**src/rtl/dbus_arbiter.sv**
```systemverilog
// dbus_arbiter
// Two-requester round-robin arbiter for the debug bus (DMI), jtag_TCK domain.
// One transaction is outstanding at a time. The DM response is held for the
// owning requester until it accepts it. An optional watchdog answers with an
// error response when the DM stays silent.
//
// Ports:
//   jtag_TCK, jtag_TRST          clock, async active-high reset
//   rN_req_valid/ready/bits      request channel of requester N (N = 0, 1)
//   rN_resp_valid/ready/bits     response channel of requester N
//   dm_req_valid/ready/bits      request channel towards the Debug Module
//   dm_resp_valid/ready/bits     response channel from the Debug Module
module dbus_arbiter #(
  parameter  int DEBUG_DATA_BITS = 34,
  parameter  int DEBUG_ADDR_BITS = 5,
  parameter  int DEBUG_OP_BITS   = 2,
  parameter  int TIMEOUT_CYCLES  = 0,
  localparam int REQ_BITS  = DEBUG_OP_BITS + DEBUG_ADDR_BITS + DEBUG_DATA_BITS,
  localparam int RESP_BITS = DEBUG_OP_BITS + DEBUG_DATA_BITS
) (
  input  logic                 jtag_TCK,
  input  logic                 jtag_TRST,
  input  logic                 r0_req_valid,
  output logic                 r0_req_ready,
  input  logic [REQ_BITS-1:0]  r0_req_bits,
  output logic                 r0_resp_valid,
  input  logic                 r0_resp_ready,
  output logic [RESP_BITS-1:0] r0_resp_bits,
  input  logic                 r1_req_valid,
  output logic                 r1_req_ready,
  input  logic [REQ_BITS-1:0]  r1_req_bits,
  output logic                 r1_resp_valid,
  input  logic                 r1_resp_ready,
  output logic [RESP_BITS-1:0] r1_resp_bits,
  output logic                 dm_req_valid,
  input  logic                 dm_req_ready,
  output logic [REQ_BITS-1:0]  dm_req_bits,
  input  logic                 dm_resp_valid,
  output logic                 dm_resp_ready,
  input  logic [RESP_BITS-1:0] dm_resp_bits
);

  typedef enum logic [1:0] {
    IDLE = 2'd0,
    REQ  = 2'd1,
    WAIT = 2'd2,
    RESP = 2'd3
  } state_t;

  localparam logic [DEBUG_OP_BITS-1:0] OP_ERR = DEBUG_OP_BITS'(2'b10);
  localparam logic [RESP_BITS-1:0] ERR_RESP = {{DEBUG_DATA_BITS{1'b0}}, OP_ERR};
  // Last watchdog count value; only meaningful when the watchdog is enabled.
  localparam logic [31:0] TMO_LAST =
    (TIMEOUT_CYCLES == 0) ? 32'd0 : 32'(TIMEOUT_CYCLES - 1);

  state_t               state_r;
  logic                 owner_r;
  logic                 last_r;
  logic                 stale_r;
  logic [REQ_BITS-1:0]  req_q_r;
  logic [RESP_BITS-1:0] resp_q_r;
  logic [31:0]          tmo_cnt_r;
  logic                 grant0_s;
  logic                 grant1_s;
  logic                 owner_ready_s;

  // Round-robin grant decode in IDLE; a tie goes to the requester not served last.
  always_comb begin
    grant0_s = 1'b0;
    grant1_s = 1'b0;
    if ((state_r == IDLE) && !jtag_TRST) begin
      if (r0_req_valid && r1_req_valid) begin
        grant0_s = last_r;
        grant1_s = ~last_r;
      end else begin
        grant0_s = r0_req_valid;
        grant1_s = r1_req_valid;
      end
    end else begin
      grant0_s = 1'b0;
      grant1_s = 1'b0;
    end
  end

  // Response acceptance from whichever requester owns the transaction.
  always_comb begin
    owner_ready_s = 1'b0;
    if (owner_r) begin
      owner_ready_s = r1_resp_ready;
    end else begin
      owner_ready_s = r0_resp_ready;
    end
  end

  assign r0_req_ready  = grant0_s;
  assign r1_req_ready  = grant1_s;
  assign dm_req_valid  = (state_r == REQ);
  assign dm_req_bits   = req_q_r;
  // Outside WAIT the DM port only opens to swallow a response that arrives after a timeout.
  assign dm_resp_ready = (state_r == WAIT) || stale_r;
  assign r0_resp_valid = (state_r == RESP) && !owner_r;
  assign r1_resp_valid = (state_r == RESP) && owner_r;
  assign r0_resp_bits  = resp_q_r;
  assign r1_resp_bits  = resp_q_r;

  // Transaction FSM, watchdog and stale-response bookkeeping.
  always_ff @(posedge jtag_TCK or posedge jtag_TRST) begin
    if (jtag_TRST) begin
      state_r   <= IDLE;
      owner_r   <= 1'b0;
      last_r    <= 1'b1;
      stale_r   <= 1'b0;
      req_q_r   <= '0;
      resp_q_r  <= '0;
      tmo_cnt_r <= 32'd0;
    end else begin
      // A late response consumed outside WAIT retires the stale marker.
      if ((state_r != WAIT) && stale_r && dm_resp_valid) begin
        stale_r <= 1'b0;
      end
      case (state_r)
        IDLE: begin
          if (grant0_s || grant1_s) begin
            req_q_r <= grant1_s ? r1_req_bits : r0_req_bits;
            owner_r <= grant1_s;
            last_r  <= grant1_s;
            state_r <= REQ;
          end
        end
        REQ: begin
          if (dm_req_ready) begin
            tmo_cnt_r <= 32'd0;
            state_r   <= WAIT;
          end
        end
        WAIT: begin
          if (dm_resp_valid) begin
            if (stale_r) begin
              // Answer to an already timed-out request: drop it and restart the watchdog.
              stale_r   <= 1'b0;
              tmo_cnt_r <= 32'd0;
            end else begin
              resp_q_r <= dm_resp_bits;
              state_r  <= RESP;
            end
          end else if (TIMEOUT_CYCLES != 0) begin
            if (tmo_cnt_r == TMO_LAST) begin
              resp_q_r <= ERR_RESP;
              stale_r  <= 1'b1;
              state_r  <= RESP;
            end else begin
              tmo_cnt_r <= tmo_cnt_r + 32'd1;
            end
          end
        end
        RESP: begin
          if (owner_ready_s) begin
            state_r <= IDLE;
          end
        end
        default: begin
          state_r <= IDLE;
        end
      endcase
    end
  end

endmodule
```
**config.mk**
```make
export PLATFORM = sky130hd
export DESIGN_NAME = dbus_arbiter
export DESIGN_NICKNAME = d
export VERILOG_FILES = /design/src/rtl/dbus_arbiter.sv
export SDC_FILE = /design/constraint.sdc
export NUM_CORES = 1
export LEC_CHECK = 0
export CAP_MARGIN = 20
export CORE_ASPECT_RATIO = 0.5
export CORE_MARGIN = 3
export CORE_UTILIZATION = 40
export DETAILED_ROUTE_END_ITERATION = 6
export PLACE_DENSITY = 0.95
export SYNTH_ARGS = -nofsm -noshare
export SYNTH_HDL_FRONTEND = slang
export SYNTH_SLANG_ARGS = --single-unit
```
**constraint.sdc**
```tcl
create_clock -name jtag_TCK -period 4.45 [get_ports jtag_TCK]
set_input_delay 0.89 -clock jtag_TCK [delete_from_list [all_inputs] [get_ports jtag_TCK]]
set_output_delay 0.89 -clock jtag_TCK [all_outputs]
set_load 0.02 [all_outputs]
```
==> impl_metrics.json <==
{
  "fillers": 665,
  "status": "finished clean",
  "clkPwrFrac": 0.163,
  "peakVddDrop_uv": 304,
  "num_io_pins": 245,
  "synthAdderAreaFrac": 0.0131,
  "num_vias": 3098,
  "die_h_um": 75.2,
  "synth_top_family_by_area": "multiplexers",
  "syn_to_final_growth_pct": 67.1,
  "final-hold-violation-count": 0,
  "gp_congestion": 0.840,
  "async_flop_share": 1.00,
  "num_rows": 24,
  "cts_root_buf": "clkbuf_16",
  "hold_start": "r0_resp_bits[35]",
  "path_clk_slew_ns": 0.06,
  "wl_per_cell_um": 16.8,
  "ant_nets": 0,
  "slew_viol_final": 0,
  "synth.distinct_cells": 29,
  "nets": 663,
  "grt.overflow.total": 0,
  "synth_most_common_cell": "dfrtp_1",
  "ctsResizeCount": 0,
  "design_area_um2": 6400,
  "synth_mux_area_frac": 0.220,
  "synth-seq-area-share": 0.536,
  "power_density_nw_per_um2": 747,
  "synth_cells": 328,
  "critPathMaxFanout": 6,
  "grt_max_degree": 83,
  "whs_endpoint": "r0_resp_bits[35]",
  "whs_ns": 0.526,
  "holdBufCountCts": 0,
  "tritoncts": "built",
  "synth_nets": 458,
  "cp.required_ns": 3.56,
  "netlist.area_leader.share": 0.529,
  "grt_pass1_wl_mm": 16.3,
  "rsz0062_at_grt": "false",
  "diodes": 0,
  "finalClockSkew_ns": 0.00658,
  "drt-vias-per-instance": 4.74,
  "syn_area_per_cell_um2": 11.7,
  "r2r-end": "r0_resp_bits[33]",
  "clock_latency_ns": 0.33,
  "post_cts_buffers": 0,
  "post-route-drc-count": 0,
  "switching_share": 0.381,
  "worstSetupStartpointType": "input port",
  "ys_ff_latch": 82,
  "layout-drive-gt1-share": 0.119,
  "crit_path_end_kind": "output pin",
  "drtIter0Drc": 80,
  "reg2reg_slack_ns": 2.20,
  "synth-xor-area-share": 0,
  "max_cap_viol_count": 0,
  "p_sw_uw": 1820,
  "internal_power_uw": 2950,
  "grt_use_total": 0.196,
  "fmaxAchievable_ghz": 0.298,
  "min_path_cells": 1,
  "setup_viol": 0,
  "p_leak_uw": 0.00287,
  "placed_cell_area_um2": 6090,
  "initial_core_util": 0.425,
  "grt_pass1_vias": 3180,
  "synth-edff-count": 0,
  "hold_class": "flip-flop to flip-flop",
  "cts_sinks": 82,
  "coreArea_um2": 9010,
  "synth_compound_area_frac": 0.0686,
  "tightest_slew_ns": 0.868,
  "period_minus_slack_ns": 3.35,
  "synth_top_cell_by_area": "dfrtp_1",
  "syn-cell-area_um2": 3830,
  "hpwl_mm": 8.43,
  "ys_warn_count": 0,
  "crit_start": "jtag_TRST",
  "slew_headroom": 0.419,
  "synth_common_cells": "dfrtp_1 (81), a21oi_1 (44), mux2i_1 (42)",
  "synthTopCellsByArea": "dfrtp_1 (53%), mux2i_1 (11%), mux2_2 (11%)",
  "reg2reg_from": "state_r[0]",
  "critPathKind": "input port to output pin",
  "total_power_uw": 4780,
  "pwr-share-seq": 0.288,
  "cts_buffers": 9,
  "fin_crit_sh": 0.753,
  "drt-total-wl_mm": 11.0,
  "reg2reg_depth": 5,
  "arrival_ns": 2.46,
  "synth_ff_type": "dfrtp_1",
  "drtPass1Iterations": 4,
  "portBuffers": 244,
  "tns_ns": 0,
  "synth-simple-area-share": 0.0595,
  "htree_levels": 3,
  "die_area_um2": 10900,
  "p_comb_frac": 0.549,
  "clock_path_buffers": 2,
  "antenna_found_initial": 0,
  "die_w_um": 144
}
how the worst max path moves through the flow:
stage	depth (start not counted)	to	slack [ns]
after floorplan	1	dm_req_bits[0]	1.45
after global placement	5	r0_req_ready	1.16
after detailed placement	5	r0_req_ready	1.10
after CTS	5	r0_req_ready	1.10
after global routing	5	r0_req_ready	1.02
final	5	r0_req_ready	1.10
stage by stage:
stage,util,cells,setup slack [ns]
3_5_place_dp,0.676,639,1.10
3_3_place_gp,0.676,639,1.16
2_1_floorplan,-,328,1.45
6_report,0.710,654,1.10
4_1_cts,0.710,654,1.10
5_1_grt,0.710,654,1.02
kinds of logic after synthesis:
kind of cell / after synthesis
buffers and inverters: 61
AND/OR/NAND/NOR: 52
flip-flops: 82
multiplexers: 79
AO/OA/AOI/OAI: 50
adder cells (fa/ha/maj): 4
area by class of cell:
type	count	area, um^2	area share
clock buffers	10	229	0.0358
multi-input cells	185	1390	0.217
clock inverters	5	80.1	0.0125
flip-flops and latches	82	2050	0.321
well taps	117	146	0.0229
repair buffers	248	2470	0.386
inverters	7	28.8	0.00450
critical path, cell delays in order:
cell and delay (ns):
clkdlybuf4s50_1 0.47, nor2b_4 0.20, nand2_1 0.08, a21oi_1 0.18
clkdlybuf4s50_1 0.64
cell usage in the layout (no fill, tap or decap), types with 4 or more instances in the layout:
cell	n
ha_1	4
inv_1	5
buf_4	4
mux2i_1	42
nor2_1	41
a21oi_1	44
dfrtp_1	81
clkdlybuf4s50_1	244
clkbuf_16	9
mux2_2	36
per-layer routing:
metal | vias up | part of all wire | routed length (um) | global-route usage
li1 | 1491 | - | - | -
met1 | 1487 | 0.37 | 4110 | 0.213
met2 | 100 | 0.56 | 6130 | 0.377
met3 | 20 | 0.047 | 517 | 0.0508
met4 | 0 | 0.022 | 246 | 0.0693
met5 | - | 0 | 0 | 0
flip-flops by register name, summed over array words and instances (netlist names):
signal	flops
r0_resp_bits	36
last_r	1
stale_r	1
owner_r	1
dm_req_bits	41
state_r	2
power groups by stage:
stage	Combinational (uW)	Sequential (uW)	Clock (uW)
after floorplan	1110	1780	0
after detailed placement	2650	1390	0
after CTS	2660	1380	797
after global routing	2780	1430	831
final	2620	1370	781
after global placement	2580	1360	0
No activity file was read; power rests on OpenSTA's default activity.
